[config.mk]
export PLATFORM = sky130hd
export DESIGN_NAME = sobel_window_gen
export DESIGN_NICKNAME = d
export VERILOG_FILES = /design/src/rtl/sobel_window_gen.sv
export SDC_FILE = /design/constraint.sdc
export NUM_CORES = 2
export LEC_CHECK = 0
export ABC_CLOCK_PERIOD_IN_PS = 10300
export CAP_MARGIN = 20
export CORE_MARGIN = 2
export CORE_UTILIZATION = 25
export CTS_CLUSTER_DIAMETER = 200
export DETAILED_ROUTE_END_ITERATION = 10
export PLACE_DENSITY_LB_ADDON = 0.15
export SYNTH_ARGS = -nofsm -noshare
export SYNTH_HDL_FRONTEND = slang
export SYNTH_SLANG_ARGS = --single-unit
export TNS_END_PERCENT = 50
[constraint.sdc]
create_clock -name clk -period 10.3 [get_ports clk]
set_clock_uncertainty 0.05 [all_clocks]
set_input_delay 2.06 -clock clk [delete_from_list [all_inputs] [get_ports clk]]
set_output_delay 2.06 -clock clk [all_outputs]
set_load 0.05 [all_outputs]
[src/rtl/sobel_window_gen.sv]
// rtl/sobel_window_gen.sv - streaming 3x3 neighbourhood generator with two line buffers
// Optional window centre coordinates on window_x/window_y when WINDOW_COORD_EN is defined.
module sobel_window_gen #(
  parameter int IMG_WIDTH  = 256,
  parameter int IMG_HEIGHT = 256
) (
  input  logic        clk,
  input  logic        rstN,
  input  logic [7:0]  pixel_in,
  input  logic        pixel_in_valid,
  output logic [71:0] window_out,
  output logic        window_out_valid,
  output logic        frame_done
`ifdef WINDOW_COORD_EN
  ,
  output logic [11:0] window_x,
  output logic [11:0] window_y
`endif
);

  localparam int CW = $clog2(IMG_WIDTH);
  localparam int RW = $clog2(IMG_HEIGHT);
  localparam logic [CW-1:0] LAST_COL = CW'(IMG_WIDTH - 1);
  localparam logic [RW-1:0] LAST_ROW = RW'(IMG_HEIGHT - 1);

  typedef enum logic {
    FILL,
    ACTIVE
  } state_e;

  state_e        state_q, state_d;
  logic [CW-1:0] col_q, col_d;
  logic [RW-1:0] row_q, row_d;
  logic [7:0]    win_q [0:8];
  logic [7:0]    win_d [0:8];
  logic [71:0]   wout_q, wout_d;
  logic          valid_q, valid_d;
  logic          done_q, done_d;
`ifdef WINDOW_COORD_EN
  logic [11:0]   x_q, x_d;
  logic [11:0]   y_q, y_d;
`endif

  // Line storage: lb1 holds the previous line, lb0 the one before it.
  logic [7:0] lb0_q [0:IMG_WIDTH-1];
  logic [7:0] lb1_q [0:IMG_WIDTH-1];
  logic [7:0] lb0_rd, lb1_rd;
  logic       last_col, last_row;

  assign lb0_rd   = lb0_q[col_q];
  assign lb1_rd   = lb1_q[col_q];
  assign last_col = (col_q == LAST_COL);
  assign last_row = (row_q == LAST_ROW);

  always_comb begin
    state_d = state_q;
    col_d   = col_q;
    row_d   = row_q;
    win_d   = win_q;
    wout_d  = wout_q;
    valid_d = 1'b0;
    done_d  = 1'b0;
`ifdef WINDOW_COORD_EN
    x_d     = x_q;
    y_d     = y_q;
`endif
    if (pixel_in_valid) begin
      if (last_col) begin
        col_d = '0;
        row_d = last_row ? '0 : row_q + RW'(1);
      end else begin
        col_d = col_q + CW'(1);
      end

      // Shift unconditionally; columns stale across a line wrap are masked by col >= 2.
      for (int r = 0; r < 3; r++) begin
        win_d[r*3]     = win_q[r*3+1];
        win_d[r*3 + 1] = win_q[r*3+2];
      end
      win_d[2] = lb0_rd;
      win_d[5] = lb1_rd;
      win_d[8] = pixel_in;

      case (state_q)
        FILL: begin
          if (last_col && row_q == RW'(1)) state_d = ACTIVE;
        end
        ACTIVE: begin
          if (col_q >= CW'(2)) begin
            valid_d = 1'b1;
            for (int i = 0; i < 9; i++) wout_d[i*8 +: 8] = win_d[i];
`ifdef WINDOW_COORD_EN
            x_d = 12'(col_q) - 12'd1;
            y_d = 12'(row_q) - 12'd1;
`endif
          end
          if (last_col && last_row) begin
            state_d = FILL;
            done_d  = 1'b1;
          end
        end
        default: state_d = FILL;
      endcase
    end
  end

  always_ff @(posedge clk) begin
    if (!rstN) begin
      state_q <= FILL;
      col_q   <= '0;
      row_q   <= '0;
      for (int i = 0; i < 9; i++) win_q[i] <= '0;
      wout_q  <= '0;
      valid_q <= 1'b0;
      done_q  <= 1'b0;
`ifdef WINDOW_COORD_EN
      x_q     <= '0;
      y_q     <= '0;
`endif
    end else begin
      state_q <= state_d;
      col_q   <= col_d;
      row_q   <= row_d;
      win_q   <= win_d;
      wout_q  <= wout_d;
      valid_q <= valid_d;
      done_q  <= done_d;
`ifdef WINDOW_COORD_EN
      x_q     <= x_d;
      y_q     <= y_d;
`endif
    end
  end

  // Line buffers are deliberately not cleared; FILL hides any earlier contents.
  always_ff @(posedge clk) begin
    if (rstN && pixel_in_valid) begin
      lb0_q[col_q] <= lb1_rd;
      lb1_q[col_q] <= pixel_in;
    end
  end

  assign window_out       = wout_q;
  assign window_out_valid = valid_q;
  assign frame_done       = done_q;
`ifdef WINDOW_COORD_EN
  assign window_x         = x_q;
  assign window_y         = y_q;
`endif

endmodule

==> out/qor.txt <==
Initial antenna violation count: 42
Via density per instance: 4.748
Place WS: 3263 ps
Total negative setup slack: 0 ps
Vias post-DR: 81312
Clk_lat worst skew: 1070 ps
Number of cell rows: 296
Area contributors post-synth: edfxtp_1 (76%), mux4_2 (14%), dfxtp_1 (1.8%)
Largest family of logic cells by synthesized area: multiplexers
Asr flop ratio synth: 0
Slew HR: 0.1362
IO Count: 85
WL/cell: 32.55 µm
Worst reg2reg path depth: 11
Global-route wire length before repair: 751700 µm
Die outline area: 656800 µm²
Worst Max-Slew Pin Slew: 1296 ps
Port Buf Inserts: 84
Worst setup margin: 3375 ps
Synth Area in XOR/XNOR: 0.0007003
Global Route Usage Sum: 0.1652
Die X: 810.5 µm
Die Y: 810.5 µm
HPWL after DPL: 338800 µm
Hold Path Stages: 2
Post-DRT Antenna Nets: 0
Most frequent cell after synthesis: edfxtp_1
Gr ovfl total: 0
Worst setup EP type: flip-flop
Yosys top cell by area: edfxtp_1
Seq/Total Area, Yosys: 0.7746
Share of layout cells above drive strength 1: 0.2767
CP max FO: 71
Adder-cell area share of the yosys netlist: 0.0004617
Detailed Routing Iterations Pass 1: 6
Clock-pin slew on the worst setup and hold paths: 60 ps
Core area: 648900 µm²
Power Dens Cells: 195.3 nW/µm²
Routed WL: 557500 µm
Critical Path RT: 10900 ps
Leakage: 57.42 nW
Slew Limit Fails: 0
Fin util: 0.2942
Top cell type's share of synthesized area: 0.7565
Status: finished clean
Final #Nets: 8107
Effective utilization at floorplan: 0.2506
CTS Buf Count: 457
DR DRC count: 0
Top FF cell, synth: edfxtp_1
Post-Syn Area: 162600 µm²
Avg Cell Area, Syn: 21.50 µm²
Fmax: 0.1444 GHz
# Max-Cap Violations: 0
# setup viols final: 0
Final period utilization: 0.6723
Post-synthesis mux area share: 0.1550
Vias in the first global route: 83524
Critical setup path kind: reg -> reg
Simple-gate area share of the yosys netlist: 0.02811
CP Launch Type: flip-flop
VDD IR-drop max: 0.1471 mV
Cts repair resizes: 0
#FFs+latches synth: 4243
Synth warn: 0
Top post-synthesis cells by count: edfxtp_1 (4096), mux4_2 (1025), nand2_1 (375)
WHS: 414.4 ps
Syn nets: 7579
Hold Fails Final Rpt: 0
Clock Root Buffer: clkbuf_16
Worst Hold Class: reg -> reg
Unrepaired setup endpoints after global routing: false
GPL Wtd Cong: 0.7701
Cells after Synth: 7562
CTS hold repair buffers: 0
Area grow syn2layout: 17.42%
DR iter-0 viols: 8220
Maximum level of the CTS H-tree: 5
CTS Sinks: 4243
Critical path data arrival time: 7530 ps
Final worst path period need: 6925 ps
Yosys cell types: 80
Post-synthesis compound-gate area fraction: 0.02540
Clk buf depth: 4
Largest net degree at the start of global routing: 225
Number of synthesized flops with an enable pin: 4096
Post-CTS setup repair buffer count: 0
CTS tree: done
## sequential cells by signal (all words and copies together), names as in the netlist, named ones only
name and count:
lb0_q 2048, lb1_q 2048, window_out 72, win_q 48
col_q 8, row_q 8, frame_done 1, state_q 1
window_out_valid 1
## placed cells by master (no fill, tap or decap), types with 63 or more instances in the layout
cell type / synthesis / final
a22oi_1: 68 / 68
clkinv_1: 1 / 104
nand3_1: 102 / 83
buf_4: 63 / 390
dfxtp_1: 147 / 140
mux2i_1: 197 / 197
a21oi_1: 63 / 63
clkbuf_16: 0 / 460
nor2_4: 0 / 81
mux4_2: 1025 / 1025
o22ai_1: 136 / 134
clkinv_2: 0 / 76
clkdlybuf4s50_1: 0 / 74
nand2_1: 375 / 373
nor2_1: 320 / 153
clkbuf_1: 194 / 122
nor2_2: 1 / 87
edfxtp_1: 4096 / 4096
## path summary, 6_finish.rpt
check                               startpoint  slack [ps]        endpoint
worst min-delay path            window_out[42]         410  window_out[42]
worst min register to register  window_out[42]         410  window_out[42]
worst max register to register       flip-flop        3370   lb0_q[216][7]
worst max-delay path                 flip-flop        3370   lb0_q[216][7]
## routing by layer
layer | vias to the layer above | part of all wire | GRT usage
met3 | 590 | 0.054 | 0.02724
met2 | 2425 | 0.48 | 0.2756
met5 | - | 0.000045 | 0
met1 | 45529 | 0.44 | 0.2258
met4 | 4 | 0.024 | 0.03859
li1 | 32764 | - | -
## per-stage QoR
stage	total power, W	cell area, µm²	std cells
finish	0.03729	190900	17126
global route	0.03845	190900	17110
CTS	0.03776	190700	17102
global placement	0.02174	176300	16254
floorplan	0.02095	162600	7562
detailed placement	0.02180	176400	16266
## cell families (layout without fill, tap and decap cells)
| group | Yosys count | count (layout) |
|---|---|---|
| DFF | 4243 | 4243 |
| muxes | 1235 | 1235 |
| and+or+nand+nor | 1029 | 1029 |
| AOI/OAI and AO/OA | 583 | 583 |
| buffers and inverters | 453 | 1358 |
| xor gates and xnor gates | 13 | 13 |
| adders and majority gates | 6 | 6 |
| other | 0 | 17 |
## worst max-delay path, stage by stage (launching register included)
cell and delay [ps]:
dfxtp_4 610, buf_4 530, buf_4 510, buf_4 400, mux4_2 270, mux2i_1 130, a211oi_1 810, nor4_2 230
nor2_1 880, or3_1 270, and2_4 890, buf_4 720
## where the power goes
group	switching, W	internal, W
Combinational	0.00140	0.000737
Sequential	0.0000389	0.0192
Clock	0.00700	0.00893
Total	0.00843	0.0289
## area by class of cell
class | instances | area [µm²]
clock buffers | 589 | 12070
fillers | 63402 | 457900
repair buffers | 509 | 4539
multi-input cells | 2866 | 35200
clock inverters | 247 | 2225
diodes | 17 | 42.54
well taps | 8642 | 10810
flip-flops and latches | 4243 | 126000
inverters | 13 | 68.82
Note: power is estimated with default switching activity, not from simulation.
